File: src/rtl/if_batch_fetch_pkg.sv
// Shared definitions for the batch fetch unit.
// Holds the default address width, batch size, reset PC and PC step. It also holds the
// JAL/BRANCH opcodes, the fetch FSM state encodings and the J/B immediate decoders.
package if_batch_fetch_pkg;

  localparam int unsigned INST_ADDR_WIDTH = 32;
  localparam int unsigned IF_BATCH_SIZE   = 4;
  localparam logic [31:0] INST_INIT_PC    = 32'h0000_0000;
  localparam int unsigned INST_ADD_STEP   = 4;

  localparam logic [6:0] OPC_JAL    = 7'b1101111;
  localparam logic [6:0] OPC_BRANCH = 7'b1100011;

  // Fetch FSM encodings
  localparam logic [1:0] StReq  = 2'd0;
  localparam logic [1:0] StWait = 2'd1;
  localparam logic [1:0] StHold = 2'd2;

  function automatic logic [31:0] j_imm(input logic [31:0] inst);
    return {{12{inst[31]}}, inst[19:12], inst[20], inst[30:21], 1'b0};
  endfunction

  function automatic logic [31:0] b_imm(input logic [31:0] inst);
    return {{20{inst[31]}}, inst[7], inst[30:25], inst[11:8], 1'b0};
  endfunction

endpackage

File: src/rtl/if_batch_fetch_static_predictor.sv
// if_static_predictor: combinational static branch predictor for one fetch block.
// Predicts JAL and backward conditional branches as taken. The lowest taken lane inside the
// start mask wins.
//   blk_data_i  lane-packed block instructions
//   mask_i      start mask (lanes at/after the fetch PC)
//   blk_pc_i    block address
//   taken_o     one-hot predicted-taken lane (zero when nothing predicted)
//   mask_o      mask trimmed after the taken lane
//   target_o    lane PC + sign-extended J/B immediate of the taken lane
module if_static_predictor
  import if_batch_fetch_pkg::*;
#(
  parameter int unsigned XLEN  = INST_ADDR_WIDTH,
  parameter int unsigned BATCH = IF_BATCH_SIZE
) (
  input  logic [BATCH*32-1:0] blk_data_i,
  input  logic [BATCH-1:0]    mask_i,
  input  logic [XLEN-1:0]     blk_pc_i,
  output logic [BATCH-1:0]    taken_o,
  output logic [BATCH-1:0]    mask_o,
  output logic [XLEN-1:0]     target_o
);

  always_comb begin
    logic        found;
    logic [31:0] inst;
    logic [31:0] imm;
    logic        is_jal;
    logic        is_bwd;
    taken_o  = '0;
    mask_o   = mask_i;
    target_o = '0;
    found    = 1'b0;
    for (int i = 0; i < BATCH; i++) begin
      inst   = blk_data_i[i*32 +: 32];
      is_jal = (inst[6:0] == OPC_JAL);
      is_bwd = (inst[6:0] == OPC_BRANCH) && inst[31];
      imm    = is_jal ? j_imm(inst) : b_imm(inst);
      if (found) begin
        mask_o[i] = 1'b0;
      end else if (mask_i[i] && (is_jal || is_bwd)) begin
        found      = 1'b1;
        taken_o[i] = 1'b1;
        target_o   = blk_pc_i + XLEN'(INST_ADD_STEP * i) + XLEN'($signed(imm));
      end
    end
  end

endmodule

File: src/rtl/if_batch_fetch.sv
// if_batch_fetch: batch instruction fetch unit.
// Issues block-aligned requests with at most one outstanding. Holds one returned block in a
// single-entry output register and presents it with a lane-valid mask.
// Optional static prediction is enabled by defining IF_STATIC_PREDICT_EN.
//   clk, rst                synchronous active-high reset
//   redirect_valid/_pc      flush and restart fetch
//   imem_req_*              block request handshake
//   imem_resp_*             in-order block data, one per accepted request
//   out_*                   batch handshake to consumer (pc, inst, mask, pred_taken)
module if_batch_fetch
  import if_batch_fetch_pkg::*;
#(
  parameter int unsigned     XLEN      = INST_ADDR_WIDTH,
  parameter int unsigned     BATCH     = IF_BATCH_SIZE,
  parameter logic [XLEN-1:0] INST_INIT = XLEN'(INST_INIT_PC)
) (
  input  logic                clk,
  input  logic                rst,
  input  logic                redirect_valid,
  input  logic [XLEN-1:0]     redirect_pc,
  output logic                imem_req_valid,
  input  logic                imem_req_ready,
  output logic [XLEN-1:0]     imem_req_addr,
  input  logic                imem_resp_valid,
  input  logic [BATCH*32-1:0] imem_resp_data,
  output logic                out_valid,
  input  logic                out_ready,
  output logic [XLEN-1:0]     out_pc,
  output logic [BATCH*32-1:0] out_inst,
  output logic [BATCH-1:0]    out_mask,
  output logic [BATCH-1:0]    out_pred_taken
);

  localparam int unsigned     BlkBytes = INST_ADD_STEP * BATCH;
  localparam logic [XLEN-1:0] BlkMask  = ~XLEN'(BlkBytes - 1);
  localparam logic [XLEN-1:0] LaneMask = XLEN'(BATCH - 1);

  logic [1:0]          state_q, state_d;
  logic [XLEN-1:0]     pc_q, pc_d;
  logic                drop_q, drop_d;
  logic                out_valid_q, out_valid_d;
  logic [XLEN-1:0]     out_pc_q, out_pc_d;
  logic [BATCH*32-1:0] out_inst_q, out_inst_d;
  logic [BATCH-1:0]    out_mask_q, out_mask_d;
  logic [BATCH-1:0]    out_pred_q, out_pred_d;

  logic [XLEN-1:0]     blk_addr, lane_sel, pred_target;
  logic [BATCH-1:0]    start_mask, pred_mask, pred_taken;
  logic                req_fire, out_fire;

  assign blk_addr = pc_q & BlkMask;
  assign lane_sel = (pc_q >> 2) & LaneMask;

  always_comb begin
    start_mask = '0;
    for (int i = 0; i < BATCH; i++) begin
      start_mask[i] = (XLEN'(i) >= lane_sel);
    end
  end

`ifdef IF_STATIC_PREDICT_EN
  if_static_predictor #(
    .XLEN  (XLEN),
    .BATCH (BATCH)
  ) u_pred (
    .blk_data_i (imem_resp_data),
    .mask_i     (start_mask),
    .blk_pc_i   (blk_addr),
    .taken_o    (pred_taken),
    .mask_o     (pred_mask),
    .target_o   (pred_target)
  );
`else
  assign pred_taken  = '0;
  assign pred_mask   = start_mask;
  assign pred_target = '0;
`endif

  // Requests only go out when the response is guaranteed a free output slot, and never while
  // a stale response is still owed (keeps a single outstanding request).
  assign imem_req_valid = ~rst & (state_q == StReq) & ~drop_q & (~out_valid_q | out_ready);
  assign imem_req_addr  = blk_addr;
  assign req_fire       = imem_req_valid & imem_req_ready;
  assign out_fire       = out_valid_q & out_ready;

  always_comb begin
    state_d     = state_q;
    pc_d        = pc_q;
    drop_d      = drop_q;
    out_valid_d = out_valid_q;
    out_pc_d    = out_pc_q;
    out_inst_d  = out_inst_q;
    out_mask_d  = out_mask_q;
    out_pred_d  = out_pred_q;

    if (out_fire) out_valid_d = 1'b0;

    case (state_q)
      StReq: begin
        if (req_fire) state_d = StWait;
        // Stale response from before a redirect
        if (drop_q && imem_resp_valid) drop_d = 1'b0;
      end
      StWait: begin
        if (imem_resp_valid) begin
          out_valid_d = 1'b1;
          out_pc_d    = blk_addr;
          out_inst_d  = imem_resp_data;
          out_mask_d  = pred_mask;
          out_pred_d  = pred_taken;
          pc_d        = (|pred_taken) ? pred_target : blk_addr + XLEN'(BlkBytes);
          state_d     = out_ready ? StReq : StHold;
        end
      end
      StHold: begin
        if (out_fire) state_d = StReq;
      end
      default: state_d = StReq;
    endcase

    if (redirect_valid) begin
      pc_d        = redirect_pc & ~XLEN'(3);
      out_valid_d = 1'b0;
      out_mask_d  = '0;
      out_pred_d  = '0;
      // A response arriving this cycle is consumed here, so only still-owed ones need dropping.
      drop_d      = (drop_q & ~imem_resp_valid) | req_fire |
                    ((state_q == StWait) & ~imem_resp_valid);
      state_d     = StReq;
    end
  end

  always_ff @(posedge clk) begin
    if (rst) begin
      state_q     <= StReq;
      pc_q        <= INST_INIT;
      drop_q      <= 1'b0;
      out_valid_q <= 1'b0;
      out_pc_q    <= INST_INIT;
      out_inst_q  <= '0;
      out_mask_q  <= '0;
      out_pred_q  <= '0;
    end else begin
      state_q     <= state_d;
      pc_q        <= pc_d;
      drop_q      <= drop_d;
      out_valid_q <= out_valid_d;
      out_pc_q    <= out_pc_d;
      out_inst_q  <= out_inst_d;
      out_mask_q  <= out_mask_d;
      out_pred_q  <= out_pred_d;
    end
  end

  assign out_valid      = out_valid_q;
  assign out_pc         = out_pc_q;
  assign out_inst       = out_inst_q;
  assign out_mask       = out_mask_q;
  assign out_pred_taken = out_pred_q;

endmodule

File: config.mk
export PLATFORM = sky130hd
export DESIGN_NAME = if_batch_fetch
export DESIGN_NICKNAME = d
export VERILOG_FILES = /design/src/rtl/if_batch_fetch_pkg.sv /design/src/rtl/if_batch_fetch_static_predictor.sv /design/src/rtl/if_batch_fetch.sv
export SDC_FILE = /design/constraint.sdc
export NUM_CORES = 1
export LEC_CHECK = 0
export BUFFER_PORTS_ARGS = -buffer_cell sky130_fd_sc_hd__buf_2
export CAP_MARGIN = 20
export CORE_AREA = 2 2 143 145
export DETAILED_ROUTE_END_ITERATION = 10
export DIE_AREA = 0 0 145 147
export GPL_ROUTABILITY_DRIVEN = 0
export GPL_TIMING_DRIVEN = 0
export PLACE_DENSITY = 0.68
export SETUP_SLACK_MARGIN = 0.4
export SYNTH_ARGS = -nofsm -noshare
export SYNTH_HDL_FRONTEND = slang
export SYNTH_SLANG_ARGS = --single-unit
File: constraint.sdc
create_clock -name clk -period 4.4 [get_ports clk]
set_clock_uncertainty 0.1 [all_clocks]
set_input_delay 0.88 -clock clk [delete_from_list [all_inputs] [get_ports clk]]
set_output_delay 0.88 -clock clk [all_outputs]
set_load 0.05 [all_outputs]
Yosys cells after proc, flatten, opt, wreduce, memory -nomap -nowiden
Index checks and enable logic that the tools add are counted.
{ "totals": {"wordCells": 57, "regBits": 196, "out_inout_bits": 202} }
{ "classes": {"n_reduce_logical": 11, "n_mux": 14, "eq_ne": 5, "n_addsub": 1, "magnitude_cmp": 4, "bitwise": 14} }
{ "op_table": {"columns": ["cell", "count"], "rows": [
  ["$mux 32", 3],
  ["$add 32x5->32 const B", 1],
  ["$mux 2", 4],
  ["$reduce_bool 2->1", 4],
  ["$and 1x1->1", 7],
  ["$mux 1", 6],
  ["$ne 2x2->1 const B", 3],
  ["$pmux 2 s3", 1],
  ["$reduce_and 2->1", 3],
  ["$ge 1x2->1 const A", 2],
  ["$ge 2x2->1 const A", 2],
  ["$not 1->1", 4],
  ["$or 1x1->1", 3],
  ["$reduce_and 3->1", 1],
  ["$eq 2x1->1 const B", 1],
  ["$eq 2x2->1 const B", 1],
  ["$logic_not 2->1", 1],
  ["$reduce_or 2->1", 1],
  ["$logic_and 1x1->1", 1]
]} }

Logic depth before layout (Yosys ltp)
{ "depth": {"word_depth": 8, "depth_mapped": 6} }

Worst setup path before layout
Ideal clock, no wire load.
{ "synth_timing": {"kind": "input -> output", "startpoint": "input out_ready", "endpoint": "output imem_req_valid", "setup_slack_ns": 1.959, "t_required_ns": 3.420, "t_arrival_ns": 1.461, "stages": 2, "cell_sequence": "nand2b_1 > and3_1"} }
{ "synth_between": {"elab_chain_cells": 2} }
{ "synth_rtl": {"columns": ["element", "line", "rtl"], "rows": [
  ["start, declared", "if_batch_fetch.sv:27", "input logic out_ready,"],
  ["$or 1x1->1", "if_batch_fetch.sv:81", "assign imem_req_valid = ~rst & (state_q == StReq) & ~drop_q & (~out_valid_q | out_ready);"],
  ["$and 1x1->1", "if_batch_fetch.sv:81", null],
  ["end, declared", "if_batch_fetch.sv:21", "output logic imem_req_valid,"]
]} }
No other way between the ends.

Worst setup path after layout
Same ends and word-level chain as after synthesis.

==> results.env <==
OUTCOME='finished clean'
SYNTH.MOST_COMMON_CELL='sky130_fd_sc_hd__nand2_1'
CPPEAKSTAGEDELAY_NS=0.21
SERIES_OF_CELL_INSTANCES_ALONG_THE_CRITICAL_PATH='buf_2 > nand2b_1 > and3_1 > buf_2'
ROUTED_WIRE_LENGTH_PER_INSTANCE_UM=14.9
ROUTED_WL_MM=24.5
CORE.ROWCOUNT=52
FP.DIEAREA_UM2=21300
CTS_TREE='yes'
IO-PIN-COUNT=368
PRECTSSETUPSLACK_NS=1.51
TIMING.CRITICAL_PATH.FANOUT_MAX=3
PERIOD_NEEDED_NS=2.55
SYNTH.AREA.TOP_CELLS='sky130_fd_sc_hd__dfxtp_1 (50%), sky130_fd_sc_hd__nand2_1 (16%), sky130_fd_sc_hd__a21oi_1 (11%)'
HOLD_VIOLATIONS=0
CP.BUFFERS_INVERTERS=2
FINAL-MAX-SLEW-VIOLATION-COUNT=0
SYNTH-ASYNC-RESET-RATIO_PCT=0
WORSTHOLDPATHTYPE='reg -> reg'
CTS_HOLD_REPAIR.BUFFERS=0
POWER.IR.VDD_WORST_uV=306
MAX_CAP_VIOL_COUNT=0
GRT_UTIL_MET2_PCT=38.8
FP.DIEH_UM=147
POST_CTS.REPAIR.SETUP_BUFFERS=0
SYNTH_SEQUENTIAL_AREA_RATIO_PCT=50.4
DRT_FIRST_PASS_ITERS=5
FIRST_GLOBAL_VIAS=7478
FP.COREAREA_UM2=19800
PLACE.DETAILED.HPWL_MM=18.4
CLOCK-ROOT-BUFFER='sky130_fd_sc_hd__clkbuf_16'
CLKSINKCOUNT=194
ROUTED-VIA-COUNT=7948
NETLIST.TOP_CELL.BY_AREA='sky130_fd_sc_hd__dfxtp_1'
PORT_BUF_INSERTS=353
POSTLAYOUTCOREUTIL_PCT=52.8
FINAL_NET_COUNT=1524
SYNTH-COMPOUND-AREA-SHARE_PCT=15.3
FIN_WORST_SETUP_SLACK_NS=1.85
SYN_AREA_UM2=7710
STDCELL_AREA_UM2=10500
SYNTHTOPCELLSBYCOUNT='sky130_fd_sc_hd__nand2_1 (329), sky130_fd_sc_hd__dfxtp_1 (194), sky130_fd_sc_hd__a21oi_1 (164)'
CLKTRANSATPATHREGS_NS=0.07
SETUP.WORST_PATH.START_CLASS='input port'
CRITICAL_PATH.MOST_COMMON_CELL='sky130_fd_sc_hd__buf_2'
SHARE_OF_CELLS_ABOVE_DRIVE_STRENGTH_1_PCT=32.0
CP.REQUIRED_NS=3.42
HTREE_NUM_LEVELS=4
VIAS_PER_CELL=4.84
PLACED_AREA_UM2=9860
MAXCLOCKFREQUENCY_GHz=0.392
TOTAL_LEAKAGE_POWER_nW=4.60
YS_SEQ_ELEMENTS=194
ADDER_CELL_FRACTION_OF_SYNTH_AREA_PCT=0.162
WORST_PATH_MAX_DELAY_CELL='sky130_fd_sc_hd__buf_2'
INITIAL_CORE_UTIL_PCT=38.9
GLOBALROUTEOVERFLOWTOTAL=0
DRCVIOLATIONCOUNT=0
AVG_INST_SIZE_SYNTH_UM2=7.92
YOSYSTOPAREACELLSHARE_PCT=50.4
YOSYS_WARNINGS=0
GRT_SETUP_UNREPAIRED='false'
CLKLATENCYLATEPIN_NS=0.43
ANTENNA_FOUND_INITIAL=2
GRT_BUSIEST_LAYER='met2'
TIMING.CRITICAL_PATH.ARRIVAL_NS=1.57
GRT_MAX_DEGREE=20
TIMING.FINAL.CRIT_SHARE_PCT=57.9
POWERDENSITY_nW_PER_UM2=372
DOMINANTREGCELLSYNTH='sky130_fd_sc_hd__dfxtp_1'
CP-END-KIND='output port'
SYNTH_XOR_AREA_SHARE_PCT=1.25
TIMING_WORST_SETUP_PATH_TYPE='in -> out'
WORST_SLEW_PIN_TRAN_NS=0.828
LAYOUT-AREA-OVERHEAD-VS-SYNTH_PCT=35.9
FILL_CELLS=2012
SYNTH.AREA.MUX_SHARE_PCT=0
GR-USAGE-MET3_PCT=5.78
POSTCTSRESIZEDCELLS=0
SETUP_VIOL=0
POST_SYNTH_AND_OR_NAND_NOR_AREA_FRACTION_PCT=24.7
GRT_PASS1_WL_MM=38.4
NETLIST_INSTANCES=974
GLOBAL_ROUTE.USAGE.MET1_PCT=26.8
COMBINATIONAL_FAMILY_WITH_THE_MOST_AREA_AFTER_SYNTHESIS='simple AND/OR/NAND/NOR gates'
DIE_WIDTH_UM=145
NUMBER_OF_BUFFERS_ON_THE_LONGEST_CLOCK_PATH=2
TIMING.SLEW.HEADROOM_PCT=44.8
ROUTE.ANTENNA.REMAINING_NETS=0
DRTITER0DRC=424
GLOBALROUTETOTALUTIL_PCT=22.3
NUMBER_OF_ENABLE_FLIP_FLOP_CELLS_AFTER_SYNTHESIS=0
SETUP-TNS-FINAL_NS=0
TOP_CELL_FAMILY_BY_DELAY_ON_THE_CRITICAL_PATH='simple AND/OR/NAND/NOR gates'
TRITONCTS.NUM_BUFFERS=17
YS_TYPES=57
## report_power, final
| part | leakage (nW) | switching, mW | internal, mW |
|---|---|---|---|
| Clock | 0.300 | 0.769 | 0.849 |
| Combinational | 2.73 | 0.292 | 0.151 |
| Sequential | 1.57 | 0.0492 | 1.79 |
## metal layers
layer / wire length (um) / up-vias / part of all wire (%)
met5: 0 / - / 0
met4: 444 / 0 / 1.8
met3: 1780 / 27 / 7.2
met2: 12100 / 289 / 49
met1: 10200 / 3651 / 41
li1: - / 3981 / -
## final timing paths
check	cells past startpoint	startpoint	to	slack, ns
setup reg to reg	6	state_q[0]	out_pc[30]	2.13
hold reg to reg	2	out_inst[68]	out_inst[68]	0.35
setup / recovery	4	out_ready	imem_req_valid	1.85
hold / removal	2	out_inst[68]	out_inst[68]	0.35
## through the flow
stage	cells	hold WS, ns	total power, mW
6_report	1643	0.352	3.90
5_1_grt	1642	0.366	4.04
4_1_cts	1640	0.354	3.93
3_5_place_dp	1608	0.343	2.33
3_3_place_gp	1608	0.338	2.32
2_1_floorplan	985	0.347	2.16
## cells by family (layout without fill, tap and decap cells)
kind of cell             count (synthesis)  after routing
adder cells (fa/ha/maj)                  1              1
XOR/XNOR                                11             11
flip-flops                             194            194
AND/OR/NAND/NOR                        444            444
AO/OA/AOI/OAI                          209            209
other                                    1             15
buffers and inverters                  114            499
## cell type report
class	instances	area [um^2]	area share, %
antenna	3	7.51	0.0717
buffer	108	603	5.76
clock buffer	19	453	4.32
clock inverter	13	161	1.54
inverter	6	22.5	0.215
multi-input combinational	677	3240	30.9
sequential	194	3880	37.1
tap	270	338	3.22
timing repair buffer	353	1770	16.9
## flip-flops by register name (all words and copies together), names as in the netlist
signal,flops
out_inst,128
out_valid,1
state_q,2
pc_q,30
out_pc,28
drop_q,1
out_mask,4
## layout by cell type, fill, tap and decap left out, types with 6 or more instances in the layout
master,n
sky130_fd_sc_hd__nor2_1,37
sky130_fd_sc_hd__nand4_1,9
sky130_fd_sc_hd__nand3_1,14
sky130_fd_sc_hd__nand2_1,329
sky130_fd_sc_hd__dfxtp_1,194
sky130_fd_sc_hd__clkbuf_16,17
sky130_fd_sc_hd__o31ai_1,7
sky130_fd_sc_hd__a21oi_1,164
sky130_fd_sc_hd__buf_2,356
sky130_fd_sc_hd__xor2_1,6
sky130_fd_sc_hd__nor4_1,6
sky130_fd_sc_hd__conb_1,12
sky130_fd_sc_hd__a311oi_1,13
sky130_fd_sc_hd__and3_1,8
sky130_fd_sc_hd__inv_1,6
sky130_fd_sc_hd__buf_4,40
sky130_fd_sc_hd__a211oi_1,12
sky130_fd_sc_hd__clkbuf_1,56
sky130_fd_sc_hd__or4_1,6
## worst register-to-register path, cell delays in order (launching register included)
cell,delay [ns]
sky130_fd_sc_hd__dfxtp_1,0.40
sky130_fd_sc_hd__and3b_1,0.17
sky130_fd_sc_hd__buf_2,0.18
sky130_fd_sc_hd__clkbuf_1,0.65
sky130_fd_sc_hd__clkbuf_1,0.46
sky130_fd_sc_hd__nand2_1,0.10
sky130_fd_sc_hd__a21oi_1,0.13
(Power assumes the default switching activity.)
